File: src/rtl/multadd_pipe.sv
// Three-stage pipelined y = ((x1*x2) >> FRAC) +/- x3 with valid/ready handshake and range flag.
// Optional RESULT_SAT_EN: saturate y on ovf instead of wrapping modulo 2^WIDTH.
module multadd_pipe #(
  parameter int WIDTH = 10,
  parameter int FRAC  = 0
) (
  input  logic             clk,
  input  logic             rst_n,
  input  logic             in_valid,
  output logic             in_ready,
  input  logic [WIDTH-1:0] x1,
  input  logic [WIDTH-1:0] x2,
  input  logic [WIDTH-1:0] x3,
  input  logic             sub,
  output logic             out_valid,
  input  logic             out_ready,
  output logic [WIDTH-1:0] y,
  output logic             ovf
);

  localparam int PW = 2*WIDTH - FRAC;
  localparam int RW = 2*WIDTH + 1;

  logic             r_v1, r_v2, r_v3;
  logic [WIDTH-1:0] r_x1, r_x2, r_x3_1, r_x3_2;
  logic             r_sub1, r_sub2;
  logic [PW-1:0]    r_p;
  logic [WIDTH-1:0] r_y;
  logic             r_ovf;

  logic               w_adv;
  logic [2*WIDTH-1:0] w_prod;
  logic [PW-1:0]      w_pshift;
  logic [RW-1:0]      w_pext;
  logic [RW-1:0]      w_x3ext;
  logic [RW-1:0]      w_r;
  logic               w_ovf;
  logic [WIDTH-1:0]   w_y;

  // The whole pipe moves as one; bubbles hold along with data on a stall.
  assign w_adv    = !r_v3 || out_ready;
  assign in_ready = w_adv;

  assign w_prod   = {{WIDTH{1'b0}}, r_x1} * {{WIDTH{1'b0}}, r_x2};
  assign w_pshift = w_prod[2*WIDTH-1:FRAC];

  assign w_pext  = {{(RW-PW){1'b0}}, r_p};
  assign w_x3ext = {{(RW-WIDTH){1'b0}}, r_x3_2};
  assign w_r     = r_sub2 ? (w_pext - w_x3ext) : (w_pext + w_x3ext);

  // A negative result sets the MSB, so any set bit above WIDTH-1 is out of range.
  assign w_ovf = |w_r[RW-1:WIDTH];

`ifdef RESULT_SAT_EN
  assign w_y = !w_ovf    ? w_r[WIDTH-1:0] :
               w_r[RW-1] ? {WIDTH{1'b0}}  : {WIDTH{1'b1}};
`else
  assign w_y = w_r[WIDTH-1:0];
`endif

  always_ff @(posedge clk or negedge rst_n) begin
    if (!rst_n) begin
      r_v1   <= 1'b0;
      r_x1   <= '0;
      r_x2   <= '0;
      r_x3_1 <= '0;
      r_sub1 <= 1'b0;
    end else if (w_adv) begin
      r_v1   <= in_valid;
      r_x1   <= x1;
      r_x2   <= x2;
      r_x3_1 <= x3;
      r_sub1 <= sub;
    end
  end

  always_ff @(posedge clk or negedge rst_n) begin
    if (!rst_n) begin
      r_v2   <= 1'b0;
      r_p    <= '0;
      r_x3_2 <= '0;
      r_sub2 <= 1'b0;
    end else if (w_adv) begin
      r_v2   <= r_v1;
      r_p    <= w_pshift;
      r_x3_2 <= r_x3_1;
      r_sub2 <= r_sub1;
    end
  end

  always_ff @(posedge clk or negedge rst_n) begin
    if (!rst_n) begin
      r_v3  <= 1'b0;
      r_y   <= '0;
      r_ovf <= 1'b0;
    end else if (w_adv) begin
      r_v3  <= r_v2;
      r_y   <= w_y;
      r_ovf <= w_ovf;
    end
  end

  assign out_valid = r_v3;
  assign y         = r_y;
  assign ovf       = r_ovf;

endmodule
File: config.mk
export PLATFORM = sky130hd
export DESIGN_NAME = multadd_pipe
export DESIGN_NICKNAME = d
export VERILOG_FILES = /design/src/rtl/multadd_pipe.sv
export SDC_FILE = /design/constraint.sdc
export NUM_CORES = 1
export LEC_CHECK = 0
export BUFFER_PORTS_ARGS = -buffer_cell sky130_fd_sc_hd__buf_2
export CELL_PAD_IN_SITES_DETAIL_PLACEMENT = 0
export CELL_PAD_IN_SITES_GLOBAL_PLACEMENT = 1
export CORE_UTILIZATION = 51
export CTS_CLUSTER_SIZE = 16
export DETAILED_ROUTE_END_ITERATION = 16
export GPL_ROUTABILITY_DRIVEN = 0
export GPL_TIMING_DRIVEN = 0
export HOLD_SLACK_MARGIN = 0.03
export PLACE_DENSITY_LB_ADDON = 0.1
export SLEW_MARGIN = 30
export SYNTH_ARGS = -nofsm -noshare
export SYNTH_HDL_FRONTEND = slang
export SYNTH_SLANG_ARGS = --single-unit
File: constraint.sdc
create_clock -name clk -period 8.2 [get_ports clk]
set_clock_uncertainty 0.1 [all_clocks]
set_input_delay 1.23 -clock clk [delete_from_list [all_inputs] [get_ports clk]]
set_output_delay 1.23 -clock clk [all_outputs]
set_load 0.05 [all_outputs]
==> results of run 1 <==
state kept, by name, indices dropped and copies added (netlist names), 10 cells and up:
name and cells:
r_x2 10, r_p 20, r_x3_2 10, r_x1 10, y 10, r_x3_1 10
per-layer routing:
metal  vias up  global-route usage, %
li1       3020                      -
met1      3082                  38.64
met2       170                  41.13
met3        29                  4.290
met4         0                  7.304
met5         -                      0
placed cells by master, fill, tap and decap left out, drive strengths merged, types with 8 or more instances in the layout:
cell and count:
fa 63, xnor2 21, nor2 46, ha 76, nand3 15, clkbuf 45, inv 86, a21oi 42
o21ai 33, xor2 11, a211oi 9, o211ai 8, and2 63, nand2 208, nor3 11, buf 54
a21o 12, dfrtp 76
synthesized netlist by cell type (all sizes together), types with 2 or more instances:
master   number  area share [%]
o31ai         6            0.60
xor2         11             1.3
inv          81             4.1
nor2b         5            0.42
nand3        15             1.0
clkbuf       36             1.8
a211oi        9            0.90
a22o          2            0.23
o21a          5            0.50
fa           63              17
nor3b         2            0.20
o2111ai       2            0.32
mux2i         2            0.27
a2111oi       3            0.43
o211ai        8            0.87
nand4         2            0.17
buf           6            0.53
or3           2            0.17
nor3         11            0.80
a21boi        2            0.20
and2         63             5.3
a31oi         5            0.42
nor2         46             2.3
and3          2            0.17
nand2b        5            0.42
dfrtp        76              25
a21oi        42             3.0
xnor2        21             2.5
ha           76              13
nand2       208              10
nor4          2            0.17
o21ai        33             2.2
a21o         12             1.2
or2           3            0.25
o21bai        6            0.60
worst max-delay path, stage by stage (launching register included):
cell	delay, ps
dfrtp_1	340
clkbuf_1	410
nand2_1	150
fa_1	530
fa_1	540
inv_1	50
fa_1	500
fa_1	540
inv_1	60
fa_1	530
inv_1	40
ha_1	370
a2111oi_0	390
o21ai_1	150
a41oi_1	410
o21ai_1	180
o41a_1	330
a21oi_1	180
xor2_1	200
o21ai_0	100
metrics by stage:
stage	std cells	util, %
2_1_floorplan	887	-
3_3_place_gp	1114	56.52
3_5_place_dp	1115	56.68
4_1_cts	1131	58.89
5_1_grt	1131	58.94
6_report	1131	58.94
logic make-up (layout without fill, tap and decap cells):
group	Yosys count	count (layout)	synth area share, %
and+or+nand+nor	368	368	21.92
AOI/OAI and AO/OA	147	147	12.89
adders and majority gates	139	139	29.47
buffers and inverters	123	187	6.384
DFF	76	76	25.34
xor gates and xnor gates	32	32	3.734
muxes	2	2	0.2667
how the worst max path moves through the flow:
| stage | from | end | slack, ps | depth (start not counted) |
|---|---|---|---|---|
| after detailed placement | r_x2[3] | r_p[18] | 1950 | 19 |
| after global placement | r_x1[0] | r_p[18] | 1920 | 19 |
| after CTS | r_x1[0] | r_p[18] | 1930 | 19 |
| after floorplan | r_x1[0] | r_p[18] | 2620 | 19 |
| after global routing | r_x1[0] | r_p[18] | 1520 | 19 |
| final | r_x1[0] | r_p[18] | 1950 | 19 |
final cells by class:
class                           count  area, µm²
Fill cell                        1315       5788
Multi-Input combinational cell    688       5131
Sequential cell                    76       1902
Inverter                           81      304.0
Timing Repair Buffer               48      257.7
Clock buffer                        9      225.2
Tap cell                          180      225.2
Buffer                             42      175.2
Clock inverter                      7      87.58
==> impl.org, run 1 <==
** Cells and area
- The area growth from synthesis to layout is 10.69%.
- With fillers left out, the area of the finished cells amounts to 0.008308 mm².
- Cells with a size suffix above 1 make up 8.412% of the layout.
- Number of nets in the layout :: 1120
- The repair_antennas step left the layout with diodes totalling 0.

** Clocking
- For this design, the sink count on the clock tree is 76.
- Number of buffers added by the clock tree synthesis step :: 9
- CTS Hold Bufs :: 0
- Number of buffers inserted by post-CTS setup repair :: 0
- Level count of the clock H-tree :: 3
- The tree is rooted in a clkbuf_16.
- Clk buf depth :: 2
- Clock transition at path regs :: 70 ps
- Clock tree from TritonCTS :: done
- Count of instances resized after the clock tree is built :: 0
- Source-to-sink clock delay at the later pin of the worst-skew pair :: 350 ps

** Setup path
- STA classifies the critical path startpoint as a flip-flop.
- Critical Path AT :: 6360 ps
- Data on the critical path is required at its endpoint by 8310 ps.
- The setup check on the worst reg-to-reg path leaves a slack of 1950 ps.
- Reg-to-Reg End :: r_p[18]
- RR Startpoint :: r_x1[0]
- Along the worst path, the maximum fanout reaches 10.
- For the worst flop-to-flop path, the logic depth is 19.
- The worst setup path is of the flip-flop to flip-flop kind.
- CP Capture Type :: flip-flop

** Timing
- Aggregate negative setup slack :: 0 ps
- Maximum operating frequency :: 159.9 MHz
- In this run the tightest slew margin relative to its limit is 55.44%.
- The smallest clock period supported by the final layout is computed as 6253 ps.
- Worst-margin pin slew :: 665.3 ps
- Number of endpoints with negative hold slack in the final report :: 0
- Slew Limit Fails :: 0
- Setup violations remaining at the end of the flow were counted as 0.
- RSZ-0062 raised after global routing :: no
- In the post-route analysis, the smallest setup slack over all paths is 1947 ps.
- Hold is met by 367.9 ps.
- The final critical path takes up 76.26% of the cycle.

** Logic synthesis
- Sequential cell area fraction in the yosys report :: 25.34%
- Top FF cell, synth :: dfrtp_1
- Yosys mapped a number of flops with a built-in enable equal to 0.
- Synth warnings :: 0
- Fraction of synthesis flops using an asynchronous set or reset pin :: 100.0%
- The synthesized netlist occupies a cell area of 0.007506 mm².
- Cell count after synthesis :: 887
- Number of flip-flops and latches in the synthesized netlist :: 76
- Averaged over all synthesized cells, the footprint is 8.462 µm².
- Distinct cell type count after synthesis :: 58
- Post-Syn Nets :: 1061

** Floorplan
- Row generation in the floorplan step produced 43 rows.
- Placeable core area :: 0.01410 mm²
- Initial core utilization :: 53.25%
- Number of ports placed on the die boundary :: 48
- Die Wd :: 123.3 µm
- Y dimension of the die :: 123.3 µm
- The die covers 0.01521 mm².

** Place
- After detailed placement, the total cell area comes to 0.007989 mm².
- Once detailed placement completed, the half-perimeter wirelength came to 14700 µm.
- Worst setup slack after placement :: 1948 ps
- Port Buf Inserts :: 47

** Global routing
- Entering global routing, the biggest net connects 40 pins.
- Overall overflow remaining after global route :: 0
- Wire length of the first global-routing pass :: 30840 µm
- Vias in the first global route :: 6288
- The initial antenna violation count is 0.
- Global router's overall resource usage :: 26.63%

** Min path
- The min-delay analysis places its worst path in the category flip-flop to flip-flop.
- Launch point of the worst hold path :: r_v1
- The path with the worst hold slack has its endpoint at r_v1.
- The worst hold path was traced through 2 stages.

** Detailed routing
- Using the TritonRoute via totals, the vias-per-cell ratio works out to 5.571.
- Detailed routing placed a total of 1029 µm of wire on met3.
- Average wire length per cell after detail routing :: 16.53 µm
- After the first detailed-routing iteration, the DRC count stood at 430.
- Wire segments on met2 add up to 8389 µm in the final route.
- After detailed routing, the wire length on met1 is 8933 µm.
- After detailed routing, the total wire length is 18700 µm.
- 1st-pass router iterations :: 5
- Drc violations :: 0
- Highest routed layer :: met4
- Number of nets with antenna violations after detailed routing :: 0
- Vias :: 6301

** Outcome
- The run finished with clean final reports.

** Flow run
- Max-cap violations in this run came to 0.
Power of run 1 is left out: the tool's default activity adds up to more than one toggle a clock period on the data nets, which glitch-free logic cannot reach.
==> run 2, diff against run 1 <==
--- a/config.mk
+++ b/config.mk
@@ -5,10 +5,11 @@
 export SDC_FILE = /design/constraint.sdc
 export NUM_CORES = 1
 export LEC_CHECK = 0
+export ABC_AREA = 1
 export BUFFER_PORTS_ARGS = -buffer_cell sky130_fd_sc_hd__buf_2
 export CELL_PAD_IN_SITES_DETAIL_PLACEMENT = 0
 export CELL_PAD_IN_SITES_GLOBAL_PLACEMENT = 1
-export CORE_UTILIZATION = 51
+export CORE_UTILIZATION = 42
 export CTS_CLUSTER_SIZE = 16
 export DETAILED_ROUTE_END_ITERATION = 16
 export GPL_ROUTABILITY_DRIVEN = 0
==> constraint.sdc (replaced) <==
create_clock -name clk -period 5.2 [get_ports clk]
set_clock_uncertainty 0.1 [all_clocks]
set_input_delay 0.78 -clock clk [delete_from_list [all_inputs] [get_ports clk]]
set_output_delay 0.78 -clock clk [all_outputs]
set_load 0.05 [all_outputs]
==> run 2 against run 1 <==
  * Critical path depth increased by 1
  * Critical path type unchanged
  * Via count increased by 5.7%
  * Design area increased by 7.5%
  * Final cell count increased by 24%
  * Register-to-register slack got worse by 1700 ps
  * Maximum frequency increased by 26%
  * Sequential share of layout area decreased by 1.3 points
  * Synthesized area increased by 4.9%
  * Largest cell class unchanged
  * Worst hold slack got worse by 190 ps
  * Die area increased by 27%
==> impl.org, run 2 <==
** Logic synthesis
- Post-synthesis average cell area :: 7.170 µm² (-15%)
- In the post-synthesis netlist, the cell with the most instances is nand2_1.
- Number of flip-flops and latches in the synthesized netlist :: 76 (unchanged)
- EDFF count, synth :: 0 (unchanged)
- In the synthesized netlist the dominant register cell turns out to be dfrtp_1.
- The synthesized netlist net count is 1272 (+20%).
- Distinct cell type count after synthesis :: 35 (-40%)
- Cell count after synthesis :: 1098 (+24%)
- The cell area after technology mapping was 0.007873 mm² (+4.9%).
- The synthesized design spends more area on one cell type than any other, namely dfrtp_1.
- Ranked by total cell area, the synthesized netlist is headed by dfrtp_1 (24%), nand2_1 (19%), fa_1 (16%), ha_1 (12%), inv_1 (10%).
- Ranked by instance count, the synthesized netlist is headed by nand2_1 (406), inv_1 (210), dfrtp_1 (76), ha_1 (76), fa_1 (63).
- Yosys top cell area share :: 24.16% (-1.2 points)
- Sequential cell area fraction in the yosys report :: 24.16% (-1.2 points)
- The warning count from the yosys run was 0 (unchanged).
- Fraction of synthesis flops using an asynchronous set or reset pin :: 100.0% (unchanged)

** Timing
- Aggregate negative setup slack :: 0 ps (unchanged)
- Worst-margin pin slew :: 798.8 ps (+133.5 ps)
- The final-report hold violation count came to 0 (unchanged).
- The time the final worst path needs with I/O delays and setup came to 4975 ps (-1278 ps).
- The peak clock frequency supported by timing is 201.0 MHz (+26%).
- The final critical-path share of the clock period came to 95.68% (+19 points).
- Slew Limit Headroom :: 46.55% (-8.9 points)
- Total setup violations reported at the end of the flow :: 0 (unchanged)
- The minimum setup slack in the final design was 224.6 ps (-1722 ps).
- Hold slack final :: 174.6 ps (-193.3 ps)
- Slew Limit Fails :: 0 (unchanged)

** Floorplan
- The starting utilization of the core area came to 43.38% (-9.9 points).
- The overall die height is 138.9 µm (+13%).
- The die area is 0.01930 mm² (+27%).
- Number of ports placed on the die boundary :: 48 (unchanged)
- The core outline area is 0.01815 mm² (+29%).
- The number of placement rows was 49 (+14%).
- The die width is 138.9 µm (+13%).

** Place
- Port Buf Inserts :: 47 (unchanged)
- Half-perimeter wire length of the detailed placement result :: 15730 µm (+7.0%)
- Area post-placement :: 0.008437 mm² (+5.6%)
- Worst setup slack after placement :: -173.5 ps (-2122 ps)

** Global routing
- The global routing usage summed across all routing layers was 21.68% (-5.0 points).
- Overall overflow remaining after global route :: 0 (unchanged)
- Number of antenna violations at the first check in global routing :: 0 (unchanged)
- Vias in the first global route :: 6924 (+10%)
- The global-route wire length before repair was 33320 µm (+8.1%).
- Pin count of the biggest net entering global routing :: 37 (-7.5%)

** Detailed routing
- Ratio of routed vias to standard cells :: 4.752 (-15%)
- The post-detailed-routing wire length was 19320 µm (+3.3%).
- The total met2 wirelength after detailed routing came to 9431 µm (+12%).
- The met3 wirelength from detailed routing is 402 µm (-61%).
- Drc violations :: 0 (unchanged)
- The DRC marker count from the first detailed-route iteration is 197 (-54%).
- Wl on met1 :: 9095 µm (+1.8%)
- Average wire length per cell after detail routing :: 13.78 µm (-17%)
- Vias :: 6662 (+5.7%)
- Number of nets with antenna violations after detailed routing :: 0 (unchanged)
- The highest metal layer carrying signal wires in the routed design is met4.
- The count of TritonRoute iterations in the first routing pass was 12 (+7).

** Cells and area
- Leading cell types in the layout, fill and taps excluded :: nand2_1 (406), inv_1 (210), ha_1 (76)
- The flip-flop count of the largest register, all copies and words added came to 20 (unchanged).
- The filler cell count in the final layout came to 1920 (+46%).
- Number of nets in the layout :: 1342 (+20%)
- Cell area after layout :: 0.008932 mm² (+7.5%)
- The count of antenna diodes in the layout was 0 (unchanged).
- Leading cell type in the layout, fill and taps excluded :: nand2_1
- The layout cell share with drive strength beyond 1 is 11.51% (+3.1 points).
- Most flops, register :: r_p
- The area growth from synthesis to layout is 13.46%.

** Outcome
- Outcome :: completed

** Clocking
- Number of clock sinks :: 76 (unchanged)
- Number of buffers added by the clock tree synthesis step :: 9 (unchanged)
- The latest clock arrival within the worst-skew pair is 340 ps (about the same).
- The hold buffer count at cts came to 0 (unchanged).
- Clock tree from TritonCTS :: done
- Clock transition at path regs :: 70 ps (about the same)
- Level count of the clock H-tree :: 3 (unchanged)
- Cell at the root of the clock tree :: clkbuf_16
- Clk buf depth :: 2 (unchanged)

** Flow run
- Total of max-cap violations :: 0 (unchanged)

** Setup path
- The arrival time at the worst endpoint came to 5110 ps (-1250 ps).
- STA classifies the critical path endpoint as a flip-flop.
- Setup CP Type :: flip-flop to flip-flop
- The required arrival time at the worst endpoint came to 5330 ps (-2980 ps).
- Worst Setup Start Kind :: flip-flop
- Worst-path fanout max :: 11 (+1)

** Min path
- The worst hold path belongs to the class input pin to asynchronous set/reset pin.
[run 2: cell types whose count changed after synthesis, moves of 6 or more]
cell,before,now
nand2_1,208,406
a21oi_1,41,28
o211ai_1,7,0
a211oi_1,9,1
nand2_2,0,7
inv_1,79,210
o21ai_0,31,44
nand4_1,2,9
and2_1,63,0
xnor2_1,21,13
a21o_1,12,2
nand3_1,15,34
o31ai_1,6,0
[run 2: kinds of logic (layout without fill, tap and decap cells)]
kind of cell	count (synthesis)	count (layout)	synth area share (%)
AND/OR/NAND/NOR	516	516	26.34
buffers and inverters	247	322	11.89
adder cells (fa/ha/maj)	139	139	28.10
AO/OA/AOI/OAI	94	94	6.627
flip-flops	76	76	24.16
XOR/XNOR	26	26	2.893
[run 2: area by class of cell]
type / count / area [µm²] / share of cell area, %
buffer: 17 / 72.57 / 0.8124
tap: 229 / 286.5 / 3.208
inverter: 211 / 792.0 / 8.867
sequential: 76 / 1924 / 21.54
timing repair buffer: 78 / 490.5 / 5.491
clock buffer: 10 / 229.0 / 2.563
clock inverter: 6 / 95.09 / 1.065
multi-input combinational: 775 / 5042 / 56.45
[run 2: per-layer routing]
layer	global-route usage (%)	vias up
met5	0	-
li1	-	3474
met1	26.74	3097
met3	2.866	17
met2	39.02	74
met4	7.076	0
[run 2: worst max-delay path, stage by stage, from the launching register on]
cell and delay [ps]:
dfrtp_2 490, nand2_1 110, fa_1 500, inv_1 50, fa_1 490, inv_1 50
fa_1 480, inv_1 60, fa_1 530, inv_1 60, fa_1 530, inv_1 40
ha_1 340, a21o_1 220, a21oi_2 180, nand2_1 70, nand2_1 110, nand4_1 160
a21oi_2 130, nand3b_1 100, nand2_1 50
[run 2: stage by stage]
step,utilization [%],instances
6_report,49.22,1402
5_1_grt,49.22,1402
4_1_cts,47.92,1375
3_3_place_gp,46.26,1374
3_5_place_dp,46.49,1376
2_1_floorplan,-,1098
[run 2: what timing repair did]
action | CTS | global route
endpoints found under the hold margin | 0 | 0
resized for setup | 0 | 20
buffers inserted | 0 | 29
pin swaps | 0 | 1
endpoints found under the setup margin | 6 | 9
[run 2: final timing paths]
kind                        endpoint  slack [ps]  startpoint  cells past startpoint
max                          r_p[19]         220     r_x2[2]                     20
min in group clk           out_valid         340        r_v2                      2
max reg2reg                  r_p[19]         220     r_x2[2]                     20
min                        r_x3_1[1]         170       rst_n                      1
max in group asynchronous    r_x2[9]        4150       rst_n                      3
min reg2reg                out_valid         340        r_v2                      2
Power of run 2 is left out for the same reason.
